**src/rtl/lcd_hd44780_ctrl.sv**
```systemverilog
// HD44780 16x2 character LCD sequencer, 8-bit write-only bus.
// Runs the power-up init, then serves character writes and clears with address-skip.
module lcd_hd44780_ctrl #(
   parameter int unsigned T_PWRUP_CYC = 750000,
   parameter int unsigned T_EN_CYC    = 25,
   parameter int unsigned T_CMD_CYC   = 2500,
   parameter int unsigned T_CLR_CYC   = 82000,
   parameter int unsigned CNT_W       = 20
) (
   input  logic       clock_in,
   input  logic       reset_in,
   input  logic       char_valid_in,
   input  logic [7:0] char_data_in,
   input  logic [4:0] char_pos_in,
   input  logic       clear_in,
   output logic       char_ready_out,
   output logic       init_done_out,
   output logic [7:0] lcd_out,
   output logic       enlcd_out,
   output logic       rslcd_out,
   output logic       rwlcd_out
);

   typedef enum logic [2:0] {PWR_WAIT, INIT, IDLE, ADDR, DATA, CLEAR} state_e;
   typedef enum logic [1:0] {PH_SETUP, PH_PULSE, PH_WAIT} phase_e;

   localparam logic [CNT_W-1:0] PWRUP_LD = CNT_W'(T_PWRUP_CYC - 1);
   localparam logic [CNT_W-1:0] EN_LD    = CNT_W'(T_EN_CYC - 1);
   localparam logic [CNT_W-1:0] CMD_LD   = CNT_W'(T_CMD_CYC - 1);
   localparam logic [CNT_W-1:0] CLR_LD   = CNT_W'(T_CLR_CYC - 1);

   state_e           state_q;
   phase_e           phase_q;
   logic [CNT_W-1:0] cnt_q;
   logic [2:0]       idx_q;
   logic [7:0]       data_q;
   logic [4:0]       pos_q;
   logic [4:0]       cursor_q;
   logic             cur_valid_q;
   logic             ready_q;
   logic             done_q;
   logic [7:0]       lcd_q;
   logic             en_q;
   logic             rs_q;
   logic [CNT_W-1:0] wait_ld;

   function automatic logic [7:0] init_cmd(input logic [2:0] idx);
      case (idx)
         3'd0, 3'd1, 3'd2: init_cmd = 8'h38;
         3'd3:             init_cmd = 8'h0C;
         3'd4:             init_cmd = 8'h01;
         default:          init_cmd = 8'h06;
      endcase
   endfunction

   // Only the clear command needs the long settle time; a data byte 0x01 does not.
   assign wait_ld = (!rs_q && lcd_q == 8'h01) ? CLR_LD : CMD_LD;

   always_ff @(posedge clock_in or negedge reset_in) begin
      if (!reset_in) begin
         state_q     <= PWR_WAIT;
         phase_q     <= PH_SETUP;
         cnt_q       <= PWRUP_LD;
         idx_q       <= '0;
         data_q      <= '0;
         pos_q       <= '0;
         cursor_q    <= '0;
         cur_valid_q <= 1'b0;
         ready_q     <= 1'b0;
         done_q      <= 1'b0;
         lcd_q       <= '0;
         en_q        <= 1'b0;
         rs_q        <= 1'b0;
      end else begin
         case (state_q)
            PWR_WAIT: begin
               if (cnt_q == '0) begin
                  state_q <= INIT;
                  phase_q <= PH_SETUP;
                  idx_q   <= '0;
                  lcd_q   <= init_cmd(3'd0);
                  rs_q    <= 1'b0;
               end else begin
                  cnt_q <= cnt_q - CNT_W'(1);
               end
            end
            IDLE: begin
               phase_q <= PH_SETUP;
               if (clear_in) begin
                  state_q <= CLEAR;
                  lcd_q   <= 8'h01;
                  rs_q    <= 1'b0;
                  ready_q <= 1'b0;
               end else if (char_valid_in) begin
                  data_q  <= char_data_in;
                  pos_q   <= char_pos_in;
                  ready_q <= 1'b0;
                  if (cur_valid_q && cursor_q == char_pos_in) begin
                     state_q <= DATA;
                     lcd_q   <= char_data_in;
                     rs_q    <= 1'b1;
                  end else begin
                     state_q <= ADDR;
                     lcd_q   <= {1'b1, char_pos_in[4], 2'b00, char_pos_in[3:0]};
                     rs_q    <= 1'b0;
                  end
               end
            end
            default: begin
               case (phase_q)
                  PH_SETUP: begin
                     en_q    <= 1'b1;
                     cnt_q   <= EN_LD;
                     phase_q <= PH_PULSE;
                  end
                  PH_PULSE: begin
                     if (cnt_q == '0) begin
                        en_q    <= 1'b0;
                        cnt_q   <= wait_ld;
                        phase_q <= PH_WAIT;
                     end else begin
                        cnt_q <= cnt_q - CNT_W'(1);
                     end
                  end
                  default: begin
                     if (cnt_q != '0) begin
                        cnt_q <= cnt_q - CNT_W'(1);
                     end else begin
                        phase_q <= PH_SETUP;
                        case (state_q)
                           INIT: begin
                              if (idx_q == 3'd5) begin
                                 done_q      <= 1'b1;
                                 cursor_q    <= '0;
                                 cur_valid_q <= 1'b1;
                                 ready_q     <= 1'b1;
                                 state_q     <= IDLE;
                              end else begin
                                 idx_q <= idx_q + 3'd1;
                                 lcd_q <= init_cmd(idx_q + 3'd1);
                              end
                           end
                           ADDR: begin
                              state_q <= DATA;
                              lcd_q   <= data_q;
                              rs_q    <= 1'b1;
                           end
                           DATA: begin
                              // Past column 15 the DDRAM address leaves the visible window.
                              cursor_q    <= pos_q + 5'd1;
                              cur_valid_q <= (pos_q[3:0] != 4'hF);
                              ready_q     <= 1'b1;
                              state_q     <= IDLE;
                           end
                           default: begin
                              cursor_q    <= '0;
                              cur_valid_q <= 1'b1;
                              ready_q     <= 1'b1;
                              state_q     <= IDLE;
                           end
                        endcase
                     end
                  end
               endcase
            end
         endcase
      end
   end

   assign char_ready_out = ready_q;
   assign init_done_out  = done_q;
   assign lcd_out        = lcd_q;
   assign enlcd_out      = en_q;
   assign rslcd_out      = rs_q;
   assign rwlcd_out      = 1'b0;

endmodule

```
**config.mk**
```make
export PLATFORM = sky130hd
export DESIGN_NAME = lcd_hd44780_ctrl
export DESIGN_NICKNAME = d
export VERILOG_FILES = /design/src/rtl/lcd_hd44780_ctrl.sv
export SDC_FILE = /design/constraint.sdc
export NUM_CORES = 1
export LEC_CHECK = 0
export ABC_CLOCK_PERIOD_IN_PS = 2400
export BUFFER_PORTS_ARGS = -buffer_cell sky130_fd_sc_hd__buf_2
export CAP_MARGIN = 20
export CORE_ASPECT_RATIO = 0.75
export CORE_MARGIN = 5
export CORE_UTILIZATION = 40
export CTS_CLUSTER_SIZE = 28
export DETAILED_ROUTE_END_ITERATION = 10
export GPL_ROUTABILITY_DRIVEN = 0
export REMOVE_ABC_BUFFERS = 1
export SLEW_MARGIN = 20
export SYNTH_ARGS = -nofsm -noshare
export SYNTH_HDL_FRONTEND = slang
export SYNTH_SLANG_ARGS = --single-unit
```
**constraint.sdc**
```tcl
create_clock -name clock_in -period 2.4 [get_ports clock_in]
set_clock_uncertainty 0.05 [all_clocks]
set_input_delay 0.24 -clock clock_in [delete_from_list [all_inputs] [get_ports clock_in]]
set_output_delay 0.24 -clock clock_in [all_outputs]
set_load 0.005 [all_outputs]
```
==> run metrics <==
FMAX 403 MHz; Period Utilization, post-route 103%; EDFF count, synth 0; Synth Register Bits 59; # IOs 30; Area Growth Syn to Fin 25.3%; Worst-path clk slew ~0.060 ns; largest area contributor in the netlist dfrtp_1; Max VDD drop 0.256 mV; Slew Viols, Final 0; DR WL/cell approximately 17 µm; number of diodes 0; Setup Viol. Count Final 12; Buf/Inv on CP 1; area of the die approximately 0.010 mm²; Skew-Pair Late Insertion Delay about 0.33 ns; grt ovf 0; Initial DRC Count just over 200; CP max stage delay roughly 0.5 ns; Vias/cell around 5.6; Layout Cells excl Fill 546; most common cell after layout, fill and taps aside dfrtp_1; minimum hold slack between 0.1 and 0.15 ns; fill count 767; Clock Path Buffers 2; max-cap viol count 0; kind of end point of the critical path flip-flop; Final Critical Period approximately 2.5 ns; H-Tree Depth 3; layout cells sized above 1 ~30%; status finished, violations left; CTS tree yes; antenna-violating nets left 0; Initial Util between 40% and 50%; YS warnings 0; CP arrival 2.68 ns; largest cells by area after synthesis dfrtp_1, dfstp_2, mux2_2; critical-path cell list inv_2 > ha_1 > or4b_4 > or4_4 > nor3_4 > a31o_4 > nor3b_1 > a2111o_1; commonest non-fill, non-tap cells in the layout dfrtp_1, nand2_1, nor2_1; crit-path leading delay family simple AND/OR/NAND/NOR gates; Pre-antenna DRT Iters 5; Setup TNS Final -0.348 ns; pre-CTS WS -0.0673 ns; worst-path fanout max 4; HP Class in -> reg; Final HPWL DP ~6800 µm; Relative slew margins 46.4%; cells after synthesis 372; CTS sink cnt 59; largest net degree at the start of global routing 29; # rows 29; number of port buffers 28; initial antenna violation count 0; Synth Flop Type dfrtp_1; Power Density ~550 mW/mm²; vias in the first global route ~2,900; crit path launch type flip-flop; clock root buffer clkbuf_16; Inst Count DP 524; CP max-delay cell or4b_4; share of the synthesized area in the top cell type roughly 34%; first-pass GRT wire length between 15,000 and 20,000 µm; final net count between 400 and 500; Die Width between 100 and 150 µm; Leakage 1.90 nW; core area about 0.0084 mm²; measured slew at the worst slew-check pin 0.795 ns; CTS Buf Count 9; final number of hold-violating endpoints 0; Syn Std Cell Area approximately 0.0034 mm²; Required @ worst endpoint 2.60 ns; average size of a mapped cell approximately 9.1 µm²; ys async rst share between 90% and 100%; Yosys cell types 54; violated checks setup timing; gr usage total a little under a fifth; final worst slack -0.0788 ns; DRC viols 0; unrepaired setup endpoints after global routing true; DIE HEIGHT about 90 µm; Detailed Route WL between 9000 and 10,000 µm; Crit Path Category reg -> reg; register area share after synthesis a little over two fifths; routed via count 3,064
-- worst paths after layout --
kind / from / to / slack (ns) / cells after the start
max in group asynchronous: reset_in / cnt_q[12] / 1.22 / 3
min in group asynchronous: reset_in / enlcd_out / 0.32 / 2
setup / recovery: cnt_q[0] / cnt_q[2] / -0.08 / 8
hold / removal: char_data_in[6] / data_q[6] / 0.11 / 2
setup reg to reg: cnt_q[0] / cnt_q[2] / -0.08 / 8
hold reg to reg: cnt_q[7] / cnt_q[7] / 0.43 / 2
-- kinds of logic (layout without fill, tap and decap cells) --
family,Yosys count,in the layout,synth area share [%]
flops,59,59,44.0
xor+xnor,17,17,4.39
buf+inv,30,96,3.65
mux,20,20,6.45
other cells,1,1,0.111
simple gates,148,148,21.9
fa+ha+maj,8,8,2.95
compound gates,89,89,16.6
-- report_power, final --
group | leakage (nW) | internal (mW) | switching [mW] | total (mW)
Clock | 0.139 | 0.830 | 0.464 | 1.29
Sequential | 0.736 | 0.998 | 0.000742 | 0.998
Combinational | 1.03 | 0.0184 | 0.0385 | 0.0569
-- layer usage --
layer,wire (µm),GRT usage (%),vias up
met2,3910,24.3,91
li1,-,-,1456
met1,4700,29.0,1504
met5,0,0,-
met4,141,6.96,0
met3,487,3.96,13
-- cell usage after synthesis, drive strengths merged (7+ instances only) --
cell    instances
dfstp          13
buf             7
nor2           36
nor3           14
mux2           15
xnor2          10
inv            14
nor4           10
ha              8
clkbuf          9
nand3          13
nand2          41
dfrtp          46
a21oi          23
xor2            7
o21ai          32
-- final cells by class --
| cell class | instances | area, µm² | area share [%] |
|---|---|---|---|
| Timing Repair Buffer | 66 | 435 | 10.2 |
| Multi-Input combinational cell | 283 | 1840 | 43.3 |
| Inverter | 14 | 52.6 | 1.24 |
| Sequential cell | 59 | 1490 | 35.1 |
| Clock buffer | 12 | 246 | 5.80 |
| Clock inverter | 4 | 50.0 | 1.18 |
| Tap cell | 108 | 135 | 3.18 |
-- timing repair --
item / CTS / global route
pin swaps: 0 / 1
buffers inserted: 0 / 5
gates resized for setup: 3 / 16
endpoints found under the setup margin: 18 / 41
endpoints found under the hold margin: 9 / 0
hold buffers: 1 / 0
-- per-stage QoR --
step                area (µm²)  total power, mW  util, %
floorplan                 3320             1.02        -
global placement          3840             1.07     45.8
detailed placement        3840             1.07     45.8
CTS                       4170             2.37     49.7
global route              4250             2.42     50.7
finish                    4250             2.35     50.7
-- sequential cells by signal (all words and copies together) (netlist names) --
name and cells:
state_q 3, char_ready_out 1, init_done_out 1, lcd_out 8, data_q 8, rslcd_out 1, enlcd_out 1, cnt_q 20
pos_q 5, phase_q 2, idx_q 3, cur_valid_q 1, cursor_q 5
No activity file was read; power rests on OpenSTA's default activity.
